$ cat config.mk
export PLATFORM = sky130hd
export DESIGN_NAME = modport_fifo
export DESIGN_NICKNAME = d
export VERILOG_FILES = /design/src/rtl/fifo_pkg.sv /design/src/rtl/fifo_mem.sv /design/src/rtl/modport_fifo.sv
export SDC_FILE = /design/constraint.sdc
export NUM_CORES = 1
export LEC_CHECK = 0
export CAP_MARGIN = 25
export CELL_PAD_IN_SITES_DETAIL_PLACEMENT = 1
export CELL_PAD_IN_SITES_GLOBAL_PLACEMENT = 2
export CORE_MARGIN = 5
export CORE_UTILIZATION = 45
export CTS_BUF_LIST = sky130_fd_sc_hd__clkbuf_4 sky130_fd_sc_hd__clkbuf_8
export CTS_CLUSTER_DIAMETER = 150
export DETAILED_ROUTE_END_ITERATION = 8
export PLACE_DENSITY_LB_ADDON = 0.1
export SLEW_MARGIN = 20
export SYNTH_ARGS = -nofsm -noshare
export SYNTH_HDL_FRONTEND = slang
export SYNTH_HIERARCHICAL = 1
export SYNTH_SLANG_ARGS = --single-unit
$ cat constraint.sdc
create_clock -name clk -period 6.3 [get_ports clk]
set_input_delay 1.575 -clock clk [delete_from_list [all_inputs] [get_ports clk]]
set_output_delay 1.575 -clock clk [all_outputs]
set_load 0.005 [all_outputs]
$ cat src/rtl/fifo_pkg.sv
// Shared defaults for the synchronous FIFO and its interface bundle.
package fifo_pkg;
  localparam int FIFO_DATA_W       = 8;
  localparam int FIFO_DEPTH        = 16;
  localparam int FIFO_ALM_FULL_TH  = 14;
  localparam int FIFO_ALM_EMPTY_TH = 2;
  localparam int FIFO_PTR_W        = $clog2(FIFO_DEPTH);
  localparam int FIFO_CNT_W        = FIFO_PTR_W + 1;
endpackage

$ cat src/rtl/fifo_mem.sv
// Simple dual-port register array: synchronous write, registered read.
// Only the read register is reset; storage contents are left as-is.
module fifo_mem #(
  parameter int DATA_W = 8,
  parameter int DEPTH  = 16,
  parameter int ADDR_W = $clog2(DEPTH)
) (
  input  logic              clk,
  input  logic              rstn,
  input  logic              we,
  input  logic [ADDR_W-1:0] waddr,
  input  logic [DATA_W-1:0] wdata,
  input  logic              re,
  input  logic [ADDR_W-1:0] raddr,
  output logic [DATA_W-1:0] rdata
);
  logic [DATA_W-1:0] mem [DEPTH];

  // Store the incoming word on an accepted write.
  always_ff @(posedge clk) begin
    if (we) mem[waddr] <= wdata;
  end

  // Load the read register on an accepted read; hold otherwise.
  always_ff @(posedge clk or negedge rstn) begin
    if (!rstn)   rdata <= '0;
    else if (re) rdata <= mem[raddr];
  end
endmodule

$ cat src/rtl/modport_fifo.sv
// Single-clock synchronous FIFO with full/empty and almost-full/almost-empty
// flags. Optional macro FIFO_ERR_EN adds sticky o_overflow/o_underflow.
module modport_fifo
  import fifo_pkg::*;
#(
  parameter int DATA_W       = FIFO_DATA_W,
  parameter int DEPTH        = FIFO_DEPTH,
  parameter int ALM_FULL_TH  = FIFO_ALM_FULL_TH,
  parameter int ALM_EMPTY_TH = FIFO_ALM_EMPTY_TH
) (
  input  logic              clk,
  input  logic              rstn,
  input  logic              i_wren,
  input  logic [DATA_W-1:0] i_wrdata,
  input  logic              i_rden,
  output logic [DATA_W-1:0] o_rddata,
`ifdef FIFO_ERR_EN
  output logic              o_overflow,
  output logic              o_underflow,
`endif
  output logic              o_full,
  output logic              o_empty,
  output logic              o_alm_full,
  output logic              o_alm_empty
);
  localparam int PTR_W = $clog2(DEPTH);
  localparam int CNT_W = PTR_W + 1;

  logic [PTR_W-1:0] wr_ptr;
  logic [PTR_W-1:0] rd_ptr;
  logic [CNT_W-1:0] count;
  logic             wr_acc;
  logic             rd_acc;

  // Acceptance is judged on the flags seen before the edge.
  always_comb begin
    wr_acc = i_wren && !o_full;
    rd_acc = i_rden && !o_empty;
  end

  // Pointers wrap naturally; count tells full from empty when they match.
  always_ff @(posedge clk or negedge rstn) begin
    if (!rstn) begin
      wr_ptr <= '0;
      rd_ptr <= '0;
      count  <= '0;
    end else begin
      if (wr_acc) wr_ptr <= wr_ptr + 1'b1;
      if (rd_acc) rd_ptr <= rd_ptr + 1'b1;
      if (wr_acc && !rd_acc)      count <= count + 1'b1;
      else if (rd_acc && !wr_acc) count <= count - 1'b1;
    end
  end

  // Status flags decode the registered occupancy.
  always_comb begin
    o_full      = (count == CNT_W'(DEPTH));
    o_empty     = (count == '0);
    o_alm_full  = (count >= CNT_W'(ALM_FULL_TH));
    o_alm_empty = (count <= CNT_W'(ALM_EMPTY_TH));
  end

`ifdef FIFO_ERR_EN
  // Sticky error capture: cleared only by reset.
  always_ff @(posedge clk or negedge rstn) begin
    if (!rstn) begin
      o_overflow  <= 1'b0;
      o_underflow <= 1'b0;
    end else begin
      if (i_wren && o_full)  o_overflow  <= 1'b1;
      if (i_rden && o_empty) o_underflow <= 1'b1;
    end
  end
`endif

  fifo_mem #(
    .DATA_W (DATA_W),
    .DEPTH  (DEPTH),
    .ADDR_W (PTR_W)
  ) u_mem (
    .clk   (clk),
    .rstn  (rstn),
    .we    (wr_acc),
    .waddr (wr_ptr),
    .wdata (i_wrdata),
    .re    (rd_acc),
    .raddr (rd_ptr),
    .rdata (o_rddata)
  );
endmodule

Word level (Yosys, flattened, before mapping)
Memories as Yosys holds them, arrays and structs flattened. A register that Yosys moved wholly into a read port is not among the register bits.
Cells that the tools add are included.
Operators by class
  reductions and logical operators: 11
  multiplexer cells: 4
  equality and inequality tests: 1
  add/subtract/negate cells: 4
  magnitude comparators: 2
Operator list (count)
  $mux 5: 2
  $add 4x1->4 const B: 2
  $add 5x1->5 const B: 1
  $eq 5x5->1 const B: 1
  $ge 5x4->1 const B: 1
  $le 5x2->1 const B: 1
  $logic_not 1->1: 5
  $logic_not 5->1: 1
  $sub 5x1->5 const B: 1
  $logic_and 1x1->1: 4
  $mux 1: 2
  $reduce_bool 2->1: 1
Word-level totals
  memories: 1
  word-level logic and storage cells: 26
  flip-flop bits (word level): 13
  memory bits (writable): 128
  output and inout bits: 12
  input bits: 12
Memory list
  u_mem.mem: depth 16, width 8, read ports 1, clocked after memory_dff 1, write ports 1, line fifo_mem.sv:17  | logic [DATA_W-1:0] mem [DEPTH];

Depth between registers and ports, before layout
Gate-level depths: netlist (run 1).
  depth in word-level cells: 7
  mapped depth: 10
  gate-level depth less buffers: 10

Modules after synthesis
The synthesis (run 1) kept the hierarchy.
Modules (own cells, without submodules)
  fifo_mem: sequential area each 4043.9 µm², cells each 240, area an instance 5331.4 µm², times used 1
  modport_fifo: sequential area each 325.3 µm², cells each 70, area an instance 767.0 µm², times used 1

Worst setup path after synthesis (run 1)
OpenSTA, ideal clock, no wires.
  path kind: in2reg
  from: input port i_wren
  to: memory u_mem.mem[0][0], enable pin
  setup time: 0.383 ns
  buffers on the path: 0
  data required time: 5.917 ns
  arrival time: 3.056 ns
  stages: 4
  slack: 2.861 ns
  cells stage by stage: inv_1 a31oi_2 or3b_2 nor3_1
Between the ends
  longest elaborated chain between the ends: 3
Ends and longest elaborated chain
  start, declared: line modport_fifo.sv:13  | input logic i_wren,
  $logic_and 1x1->1: line modport_fifo.sv:37  | wr_acc = i_wren && !o_full;
  via wr_acc: line modport_fifo.sv:32  | logic wr_acc;
  $mux 1: line fifo_mem.sv:21  | if (we) mem[waddr] <= wdata;
  $mux 1 (not written as such): line fifo_mem.sv:21
  end, declared: line fifo_mem.sv:17
The timed path passes the listed nets, and every way through them passes these cells.

Final worst setup path (run 1)
  from: input port i_wren
  to: register count[4]
Between the ends
  longest elaborated chain between the ends: 4
  elaborated cells between the ends (all ways): 6
  those cells by class: mux (1); reduce/logical (5)
Ends and longest elaborated chain
  $logic_and 1x1->1 (*): line modport_fifo.sv:37
  via wr_acc: line modport_fifo.sv:32
  $logic_not 1->1: line modport_fifo.sv:51  | else if (rd_acc && !wr_acc) count <= count - 1'b1;
  $logic_and 1x1->1: line modport_fifo.sv:51
  $reduce_bool 2->1 (no line)
  end signal, assigned: line modport_fifo.sv:50  | if (wr_acc && !rd_acc) count <= count + 1'b1;
  end signal, assigned: line modport_fifo.sv:51
  end, declared: line modport_fifo.sv:31  | logic [CNT_W-1:0] count;
Mark *: on every way through the listed nets, which the timed path passes. The rest lies on a longest branch.
A chain may end at the register's enable or synchronous reset.

==> summary.md, run 1 <==
| Metric | Value |
|---|---|
| Status | `finished clean` |
| Finish-stage setup viols | `0` |
| Bufs on Longest Clock Path | `2` |
| Largest net degree at the start of global routing | `35` |
| Maximum VDD drop | `0.000183 V` |
| Critical Path Max Stage Delay | `~450 ps` |
| Crit path capture type | `flop` |
| Met1 wire length | `about 5700 um` |
| DIE AREA | `about 16000 sq um` |
| Resized Gates After CTS | `0` |
| Final Hold Slack | `roughly 560 ps` |
| Hold Buf Count CTS | `0` |
| Vias in the first global route | `3187` |
| Top cells by area, synth | `edfxtp_1 63%, mux4_2 9.6%, dfrtp_1 8.6%` |
| Area delta synth->final | `12.5%` |
| Max-Cap Viols | `0` |
| Synthesized Nets | `around 330` |
| Synth Register Bits | `149` |
| Cells along the critical path | `clkdlybuf4s50_1 -> inv_1 -> a31oi_2 -> ha_1 -> inv_1 -> ha_1 -> nor2b_1 -> o21a_1 -> o2111ai_1 -> o311ai_1` |
| Crit-path max FO | `9` |
| H-Tree Depth | `4` |
| Synth async-reset ratio | `14.1%` |
| DP Wirelength | `slightly below 8000 um` |
| DRT iter0 DRCs | `about 220` |
| Synth top cells by count | `128 x edfxtp_1, 26 x mux4_2, 22 x nor2_1` |
| Clock Latency Late Sink | `around 440 ps` |
| Vias post-DR | `approximately 3000` |
| Max layer used | `met4` |
| Gr usage total | `16.6%` |
| Wire length on met2 | `between 6000 and 7000 um` |
| Setup WS pre-CTS | `1980 ps` |
| LEAKAGE | `between 2 and 2.5 nW` |
| Setup slack after layout | `2570 ps` |
| Core Area | `around 13000 sq um` |
| Worst path required time | `6600 ps` |
| Slew @ Worst Pin | `slightly below 1000 ps` |
| Cell Rows | `42` |
| Critical-path top delay cell | `clkdlybuf4s50_1` |
| Syn avg cell area | `between 15 and 20 sq um` |
| Setup TNS | `0 ps` |
| Met3 wire len | `roughly 540 um` |
| Antenna viol nets, final | `0` |
| Port bufs | `23` |
| F_max | `about 270 MHz` |
| Num CTS Buffers | `17` |
| Router iterations before antenna repair | `4` |
| Final hold vios | `0` |
| Via/cell ratio | `5.56` |
| CP startpoint kind | `input pin` |
| Final Cycle Share | `slightly below 60%` |
| Syn Std Cell Area | `about 6100 sq um` |
| ANT cells | `0` |
| Critical setup path kind | `input pin to flop` |
| Detailed Route WL | `12400 um` |
| Grt ovf | `0` |
| Mapped Cells | `310` |
| Fin. max-slew vios | `0` |
| Count leader, synth | `edfxtp_1` |
| Pwr/cell area | `between 400 and 500 nW/um^2` |
| HP Class | `flop to flop` |
| Clock Pin Slew Worst Setup and Hold Paths | `around 70 ps` |
| Initial antenna violation count | `0` |
| DIE WIDTH | `between 100 and 150 um` |
| Area leader, netlist | `edfxtp_1` |
| Nets | `362` |
| Netlist cell types | `between 40 and 50` |
| Initial Util | `46.1%` |
| Arr. time, crit path | `approximately 4000 ps` |
| Post-synth top area share | `between 60% and 70%` |
| Synth warn | `6` |
| Wire length per cell | `around 23 um` |
| Post-synth EDFFs | `~130` |
| Final period demand of the worst path | `~3700 ps` |
| RSZ-0062 raised after global routing | `false` |
| Max-slew headroom | `a little over a third` |
| Sequential area share after synthesis | `71.6%` |
| TritonCTS clock tree | `yes` |
| Die Span Y | `approximately 130 um` |
| Routability Congestion | `roughly 0.76` |
| CP bufs+invs | `3` |
| Ys flop type | `edfxtp_1` |
| Worst Skew | `around 9.0 ps` |
| First-pass GRT wire length | `roughly 19000 um` |
| CTS sink cnt | `about 150` |
| Top delay family on crit path | `compound AO/OA/AOI/OAI gates` |
| Share of post-route cells with drive strength above 1 | `~23%` |
| IO Count | `24` |
| Setup Buffers After CTS | `0` |
| Root Buffer | `clkbuf_8` |
| Remaining DRCs | `0` |
[routing by layer]
layer / track usage (%) / up-vias
li1: - / 1326
met2: 25.6 / 58
met1: 23.1 / 1567
met5: 0 / -
met3: 5.13 / 9
met4: 4.35 / 0
[where the power goes]
part | switching (mW) | leakage (nW) | total, mW | internal [mW]
Clock | 0.335 | 0.199 | 0.732 | 0.397
Combinational | 0.487 | 0.691 | 0.950 | 0.462
Sequential | 0.129 | 1.40 | 1.36 | 1.24
[sequential cells by signal, summed over array words and instances (netlist names)]
name         flops
count            5
rd_ptr           4
u_mem/mem      128
wr_ptr           4
u_mem/rdata      8
[worst paths after layout]
path / startpoint / to / slack, ps / depth (start not counted)
hold / removal: wr_ptr[2]$_DFFE_PN0P_ / wr_ptr[2]$_DFFE_PN0P_ / 560 / 1
max in group asynchronous: rstn / rd_ptr[2]$_DFFE_PN0P_ / 4540 / 2
setup reg to reg: count[0]$_DFFE_PN0P_ / count[4]$_DFFE_PN0P_ / 3510 / 9
setup / recovery: i_wren / count[4]$_DFFE_PN0P_ / 2570 / 10
hold reg to reg: wr_ptr[2]$_DFFE_PN0P_ / wr_ptr[2]$_DFFE_PN0P_ / 560 / 1
min in group asynchronous: rstn / rd_ptr[0]$_DFFE_PN0P_ / 1500 / 2
[stage by stage]
step / cell area (sq um) / power, mW / util (%) / instances
after floorplan: 6100 / 2.08 / - / 310
after global placement: 6460 / 2.33 / 48.8 / 500
after detailed placement: 6460 / 2.35 / 48.8 / 500
after CTS: 6860 / 3.09 / 51.8 / 532
after global routing: 6860 / 3.22 / 51.8 / 532
final: 6860 / 3.05 / 51.8 / 532
[cell families after synthesis]
logic type      after synthesis  share of synthesized area (%)
flops                       149                           71.6
simple gates                 52                           4.41
xor+xnor                      9                           1.29
compound gates               28                           4.39
buf+inv                      22                           2.61
fa+ha+maj                     7                           1.56
mux                          43                           14.1
[final cells by class]
cell class / count / area, sq um
Clock buffer: 20 / 256
Clock inverter: 12 / 136
Fill cell: 1237 / 6380
Inverter: 7 / 26.3
Multi-Input combinational cell: 139 / 1580
Sequential cell: 149 / 4370
Tap cell: 176 / 220
Timing Repair Buffer: 29 / 275
[placed cells by master (no fill, tap or decap), types with 6 or more instances in the layout]
cell	instances
a221oi_2	8
buf_4	6
clkbuf_8	17
clkdlybuf4s50_1	23
dfrtp_1	20
edfxtp_1	128
ha_1	6
mux2i_1	9
mux4_1	6
mux4_2	26
nand2_1	6
nor2_1	22
o22ai_1	7
[worst register-to-register path, delay by kind of cell, from the launching register on]
kind                     cells  cell delay (ps)
adder cells (fa/ha/maj)      2              720
flip-flops                   1              520
AND/OR/NAND/NOR              2              300
AO/OA/AOI/OAI                4              970
buffers and inverters        1              150
Power figures use the tool's default switching activity.
==> run 2: changes to the inputs <==
Settings changed: CORE_UTILIZATION 45 to 44.
Clock period 6.3 ns to 3.38 ns, I/O delays scaled along.
==> run 2 against run 1 <==
Count of clock-buffer cells in the layout grew 4. Worst setup slack lost 2000 ps. Sequential power grew 85%. Clock skew grew 1.4 ps. Combinational power grew 93%. Clock power grew 110%. Sequential share of layout area shrank 1.7 points. Power grew 93%. First-iteration DRC count shrank 17%. Core utilization shrank 0.40 points. Critical endpoint is now o_empty.
==> summary.md, run 2 (synthesis gave the netlist of run 1 again) <==
| Metric | Value |
|---|---|
| Status | `finished clean` |
| Flop pwr share | `42.9%` |
| DP Area | `about 6600 sq um` |
| Nets | `approximately 380` |
| Min-Delay Startpoint | `wr_ptr[3]$_DFFE_PN0P_` |
| Finish-stage setup viols | `0` |
| Largest register FFs | `around 130` |
| DIE WIDTH | `between 100 and 150 um` |
| Clock Latency Late Sink | `450 ps` |
| Slew @ Worst Pin | `between 600 and 700 ps` |
| Max-Cap Viols | `0` |
| Fin. max-slew vios | `0` |
| Share of post-route cells with drive strength above 1 | `about a quarter` |
| Worst Setup SP | `count[3]$_DFFE_PN0P_` |
| Post-layout util | `between 50% and 60%` |
| Detailed Route WL | `~13000 um` |
| Cell Rows | `43` |
| Final hold vios | `0` |
| Grt ovf | `0` |
| DIE AREA | `between 15000 and 20000 sq um` |
| Wire length per cell | `roughly 23 um` |
| Port bufs | `23` |
| Fin area | `7050 sq um` |
| Gate power share | `around 31%` |
| Final Cycle Share | `between 80% and 90%` |
| Die Span Y | `128 um` |
| Crit-path max FO | `5` |
| Worst Skew | `a little over 10 ps` |
| Switching share of total power | `between 30 and 40%` |
| Psw | `~1.8 mW` |
| Pwr/cell area | `about 830 nW/um^2` |
| Num CTS Buffers | `17` |
| Max-slew headroom | `between 50% and 60%` |
| RSZ-0062 raised after global routing | `false` |
| Vias in the first global route | `3465` |
| Most frequent cells in the layout | `128 x edfxtp_1, 26 x mux4_2, 23 x clkdlybuf4s50_1, 23 x buf_4, 22 x nor2_1` |
| Largest net degree at the start of global routing | `28` |
| Clock Power Share | `between 20% and 30%` |
| TritonCTS clock tree | `yes` |
| Arr. time, crit path | `between 2000 and 2500 ps` |
| Gr usage total | `17.1%` |
| Antenna viol nets, final | `0` |
| Critical-path top delay cell | `clkdlybuf4s50_1` |
| Vias post-DR | `~3000` |
| Fill cells | `about 1300` |
| Largest regs | `u_mem/mem x128, u_mem/rdata x8, count x5` |
| HP Class | `flop to flop` |
| Routability Congestion | `between 0.8 and 0.9` |
| Multi-input logic area | `1570 sq um` |
| Remaining DRCs | `0` |
| Critical Path Max Stage Delay | `around 530 ps` |
| Initial antenna violation count | `0` |
| Commonest non-fill, non-tap cell in the layout | `edfxtp_1` |
| Setup TNS | `0 ps` |
| RR Startpoint | `count[3]$_DFFE_PN0P_` |
| Crit path capture type | `output pin` |
| Router iterations before antenna repair | `4` |
| Initial Util | `between 40 and 50%` |
| CP startpoint kind | `flop` |
| H-Tree Depth | `4` |
| Setup Buffers After CTS | `0` |
| P_int | `slightly above 4 mW` |
| First-pass GRT wire length | `20200 um` |
| Most flop-heavy register | `u_mem/mem` |
| Worst path required time | `around 2500 ps` |
| Cells along the critical path | `or3_4 -> nor3_4 -> clkdlybuf4s50_1` |
| Critical setup path kind | `flop to output pin` |
| F_max | `around 350 MHz` |
| DP Wirelength | `about 8000 um` |
| Root Buffer | `clkbuf_8` |
| ANT cells | `0` |
| Bufs on Longest Clock Path | `2` |
| Final period demand of the worst path | `2850 ps` |
| LEAKAGE | `~2.4 nW` |
| Area delta synth->final | `15.6%` |
| DRT iter0 DRCs | `roughly 180` |
| Clock Pin Slew Worst Setup and Hold Paths | `~80 ps` |
| FF/Latch Area | `approximately 4400 sq um` |
| Core Area | `between 10000 and 15000 sq um` |
| Via/cell ratio | `5.44` |
| Maximum VDD drop | `roughly 0.00029 V` |
| Hold Buf Count CTS | `0` |
| CTS sink cnt | `~150` |
| IO Count | `24` |
| Resized Gates After CTS | `0` |
run 2: cell count changes in the layout (fill, tap and decap cells not counted), moves of 2 or more:
cell / previous run / this run
buf_4: 6 / 23
clkbuf_8: 17 / 21
clkinv_1: 3 / 0
clkinv_2: 4 / 2
run 2: per-layer routing:
metal,vias up,GRT usage (%),wire (um)
met1,1580,21.7,5340
met2,55,28.4,6530
met5,-,0,0
li1,1360,-,-
met4,0,6.43,184
met3,16,4.54,460
run 2: metrics by stage:
step	std cells	hold WS, ps	setup WS [ps]	power, mW
2_1_floorplan	310	447	671	3.88
3_3_place_gp	521	519	310	4.40
3_5_place_dp	521	522	212	4.44
4_1_cts	553	538	474	5.99
5_1_grt	553	566	381	6.24
6_report	553	533	527	5.88
run 2: power groups by stage:
stage          clock, mW  sequential (mW)  combinational (mW)
2_1_floorplan          0             2.48                1.40
3_3_place_gp           0             2.55                1.84
3_5_place_dp           0             2.57                1.87
4_1_cts             1.58             2.53                1.87
5_1_grt             1.68             2.56                2.00
6_report            1.53             2.52                1.83
run 2: critical path, delay by kind of cell, from the launching register on:
kind                   cells  cell delay, ps
flip-flops                 1             450
AND/OR/NAND/NOR            2             580
buffers and inverters      1             530
run 2: final cells by class:
| class | count | area share (%) |
|---|---|---|
| Clock buffer | 24 | 4.42 |
| Clock inverter | 8 | 2.08 |
| Inverter | 7 | 0.373 |
| Timing Repair Buffer | 46 | 5.71 |
| Tap cell | 180 | 3.19 |
| Multi-Input combinational cell | 139 | 22.3 |
| Sequential cell | 149 | 62.0 |
run 2: path summary, 6_finish.rpt:
path	slack (ps)	to	depth (start not counted)
worst max register to register	610	count[4]$_DFFE_PN0P_	9
min in group asynchronous	760	rd_ptr[0]$_DFFE_PN0P_	2
worst min register to register	530	wr_ptr[3]$_DFFE_PN0P_	1
worst min-delay path	530	wr_ptr[3]$_DFFE_PN0P_	1
worst max-delay path	530	o_empty	3
max in group asynchronous	2370	count[0]$_DFFE_PN0P_	2
==> patch, RTL diff (settings of run 2) <==
Build with the macro `FIFO_ERR_EN` defined.
--- a/src/rtl/modport_fifo.sv
+++ b/src/rtl/modport_fifo.sv
@@ -1,5 +1,7 @@
 // Single-clock synchronous FIFO with full/empty and almost-full/almost-empty
 // flags. Optional macro FIFO_ERR_EN adds sticky o_overflow/o_underflow.
+`define FIFO_ERR_EN
+
 module modport_fifo
   import fifo_pkg::*;
 #(
Behaviour (old outputs only; new: o_overflow and o_underflow): unchanged (equiv_simple and equiv_induct, registers matched by name and starting in step).
==> patch against run 2 <==
Wire length increased by 1.0%; synthesized area increased by 1.5%; worst setup slack got worse by 55 ps; synthesized cell count increased by 1.6%; sequential cell count increased by 2; hold slack got worse by 67 ps; power decreased by 2.9%; cell area increased by 0.27%; sequential share of layout area increased by 0.56 points; clock skew decreased by 2.5 ps; count of clock-buffer cells in the layout decreased by 5; global-route usage decreased by 0.17 points.
==> patch: results (changes against run 2) <==
| Metric | Value |
|---|---|
| First-pass GRT wire length | `20000 um (-1.2%)` |
| Pwr per Cell Area | `807 nW/um2 (-3.2%)` |
| Adder-Cell Fraction of Synth Area | `1.54% (-0.022 points)` |
| Synth Net Count | `334 (+1.5%)` |
| Leakage | `2.41 nW (about the same)` |
| Crit. End Element | `output port` |
| Outcome | `finished, final reports clean` |
| Worst setup path start | `count[3]` |
| Clock Skew | `7.80 ps (-2.53 ps)` |
| Root Buffer | `clkbuf_8` |
| Layout fillers | `1267 (-0.24%)` |
| Placed cell area | `6710 um2 (+1.7%)` |
| Initial DRC count | `243 (+34%)` |
| Max IR drop VDD | `362 uV (+25%)` |
| Via count | `3026 (+0.50%)` |
| Global Route Usage Sum | `16.9% (-0.17 points)` |
| Filler-free cell count of the finished design | `560 (+1.3%)` |
| Reg-to-reg startpoint | `count[0]` |
| Initial antenna violation count | `0 (unchanged)` |
| TritonRoute pass-1 iters | `4 (unchanged)` |
| Synth cell count leaders | `edfxtp_1, mux4_2, dfrtp_1` |
| Top cells by area, synth | `edfxtp_1, mux4_2, dfrtp_1` |
| Worst min path class | `reg2reg` |
| Hold_sp | `o_underflow` |
| Mux cell area share after synthesis | `13.8% (-0.26 points)` |
| XOR/XNOR Fraction of Synth Area | `1.27% (-0.019 points)` |
| Asr flop ratio synth | `15.2% (+1.1 points)` |
| Post-CTS setup buffer count | `0 (unchanged)` |
| Total placed cells including tap cells | `528 (+1.3%)` |
| Seq/Total Area, Yosys | `71.4% (-0.22 points)` |
| Clock buffer depth | `2 (unchanged)` |
| Average wire per standard cell | `22.6 um (-0.24%)` |
| # port buffers | `25 (+8.7%)` |
| Vias in the first global route | `3376 (-2.6%)` |
| Final HPWL DP | `8260 um (+0.90%)` |
| Syn Area/Cell | `19.6 um2 (-0.15%)` |
| H-tree Lvls | `4 (unchanged)` |
| # diodes | `0 (unchanged)` |
| RD Place Congestion | `0.729 (-9.6%)` |
| Post-synth EDFFs | `128 (unchanged)` |
| Slew @ Worst Pin | `880 ps (+212 ps)` |
| Compound-gate portion of the synthesized area | `5.08% (+0.69 points)` |
| Final nets | `386 (+1.8%)` |
| CTS Buf Count | `17 (unchanged)` |
| Arr. time, crit path | `2060 ps (+50 ps)` |
| Cell variety after synth | `45 (-6.3%)` |
| Pre-CTS setup slack | `177 ps (-35.2 ps)` |
| Largest net degree at the start of global routing | `22 (-21%)` |
| Cts repair resizes | `0 (unchanged)` |
| Synth warn | `6 (unchanged)` |
| Clk_lat worst skew | `440 ps` |
| Layout cells sized above 1 | `25.8% (-0.75 points)` |
| Clk slew on worst S/H paths | `80 ps (about the same)` |
| Highest net fanout along the worst path | `4 (-1)` |
| Biggest regs | `u_mem/mem: 128 flops, u_mem/rdata: 8 flops, count: 5 flops` |
[patch: cell types whose count changed after synthesis, sizes merged]
cell    delta
clkbuf     -1
a31oi      +1
or2b       -1
buf        +1
dfrtp      +2
a21o       +2
nand2      +1
inv        +1
or3        -1
[patch: path summary, 6_finish.rpt]
path | to | slack [ps] | cells after the start
hold / removal | o_underflow | 470 | 1
min in group asynchronous | count[4] | 900 | 1
setup reg to reg | count[4] | 750 | 10
hold reg to reg | o_underflow | 470 | 1
setup / recovery | o_empty | 470 | 4
max in group asynchronous | rd_ptr[2] | 1820 | 2
[patch: power breakdown]
group	internal (mW)	total (mW)	leakage [nW]	switching, mW
clock network	0.652	1.28	0.190	0.627
logic	0.929	1.80	0.803	0.873
registers	2.33	2.63	1.42	0.293
[patch: critical path, stage by stage, from the launching register on]
cell and delay [ps]:
dfrtp_1 430, nor2_2 300, nand2_1 120, nor3_1 220, clkdlybuf4s50_1 560
[patch: layout make-up]
| class | instances | area share (%) |
|---|---|---|
| timing repair buffer | 48 | 6.16 |
| clock inverter | 13 | 1.59 |
| multi-input combinational | 141 | 22.6 |
| tap | 180 | 3.19 |
| sequential | 151 | 62.5 |
| inverter | 8 | 0.425 |
| clock buffer | 19 | 3.52 |
[patch: cell families after synthesis]
group | count (synthesis)
buffers and inverters | 23
multiplexers | 43
AO/OA/AOI/OAI | 31
XOR/XNOR | 9
AND/OR/NAND/NOR | 51
flip-flops | 151
adder cells (fa/ha/maj) | 7
[patch: layer usage]
metal | track usage (%) | wire [um] | share of wire [%]
met3 | 4.23 | 430 | 3.4
met5 | 0 | 0 | 0
met4 | 6.30 | 171 | 1.4
met2 | 27.6 | 6350 | 50
met1 | 22.2 | 5690 | 45
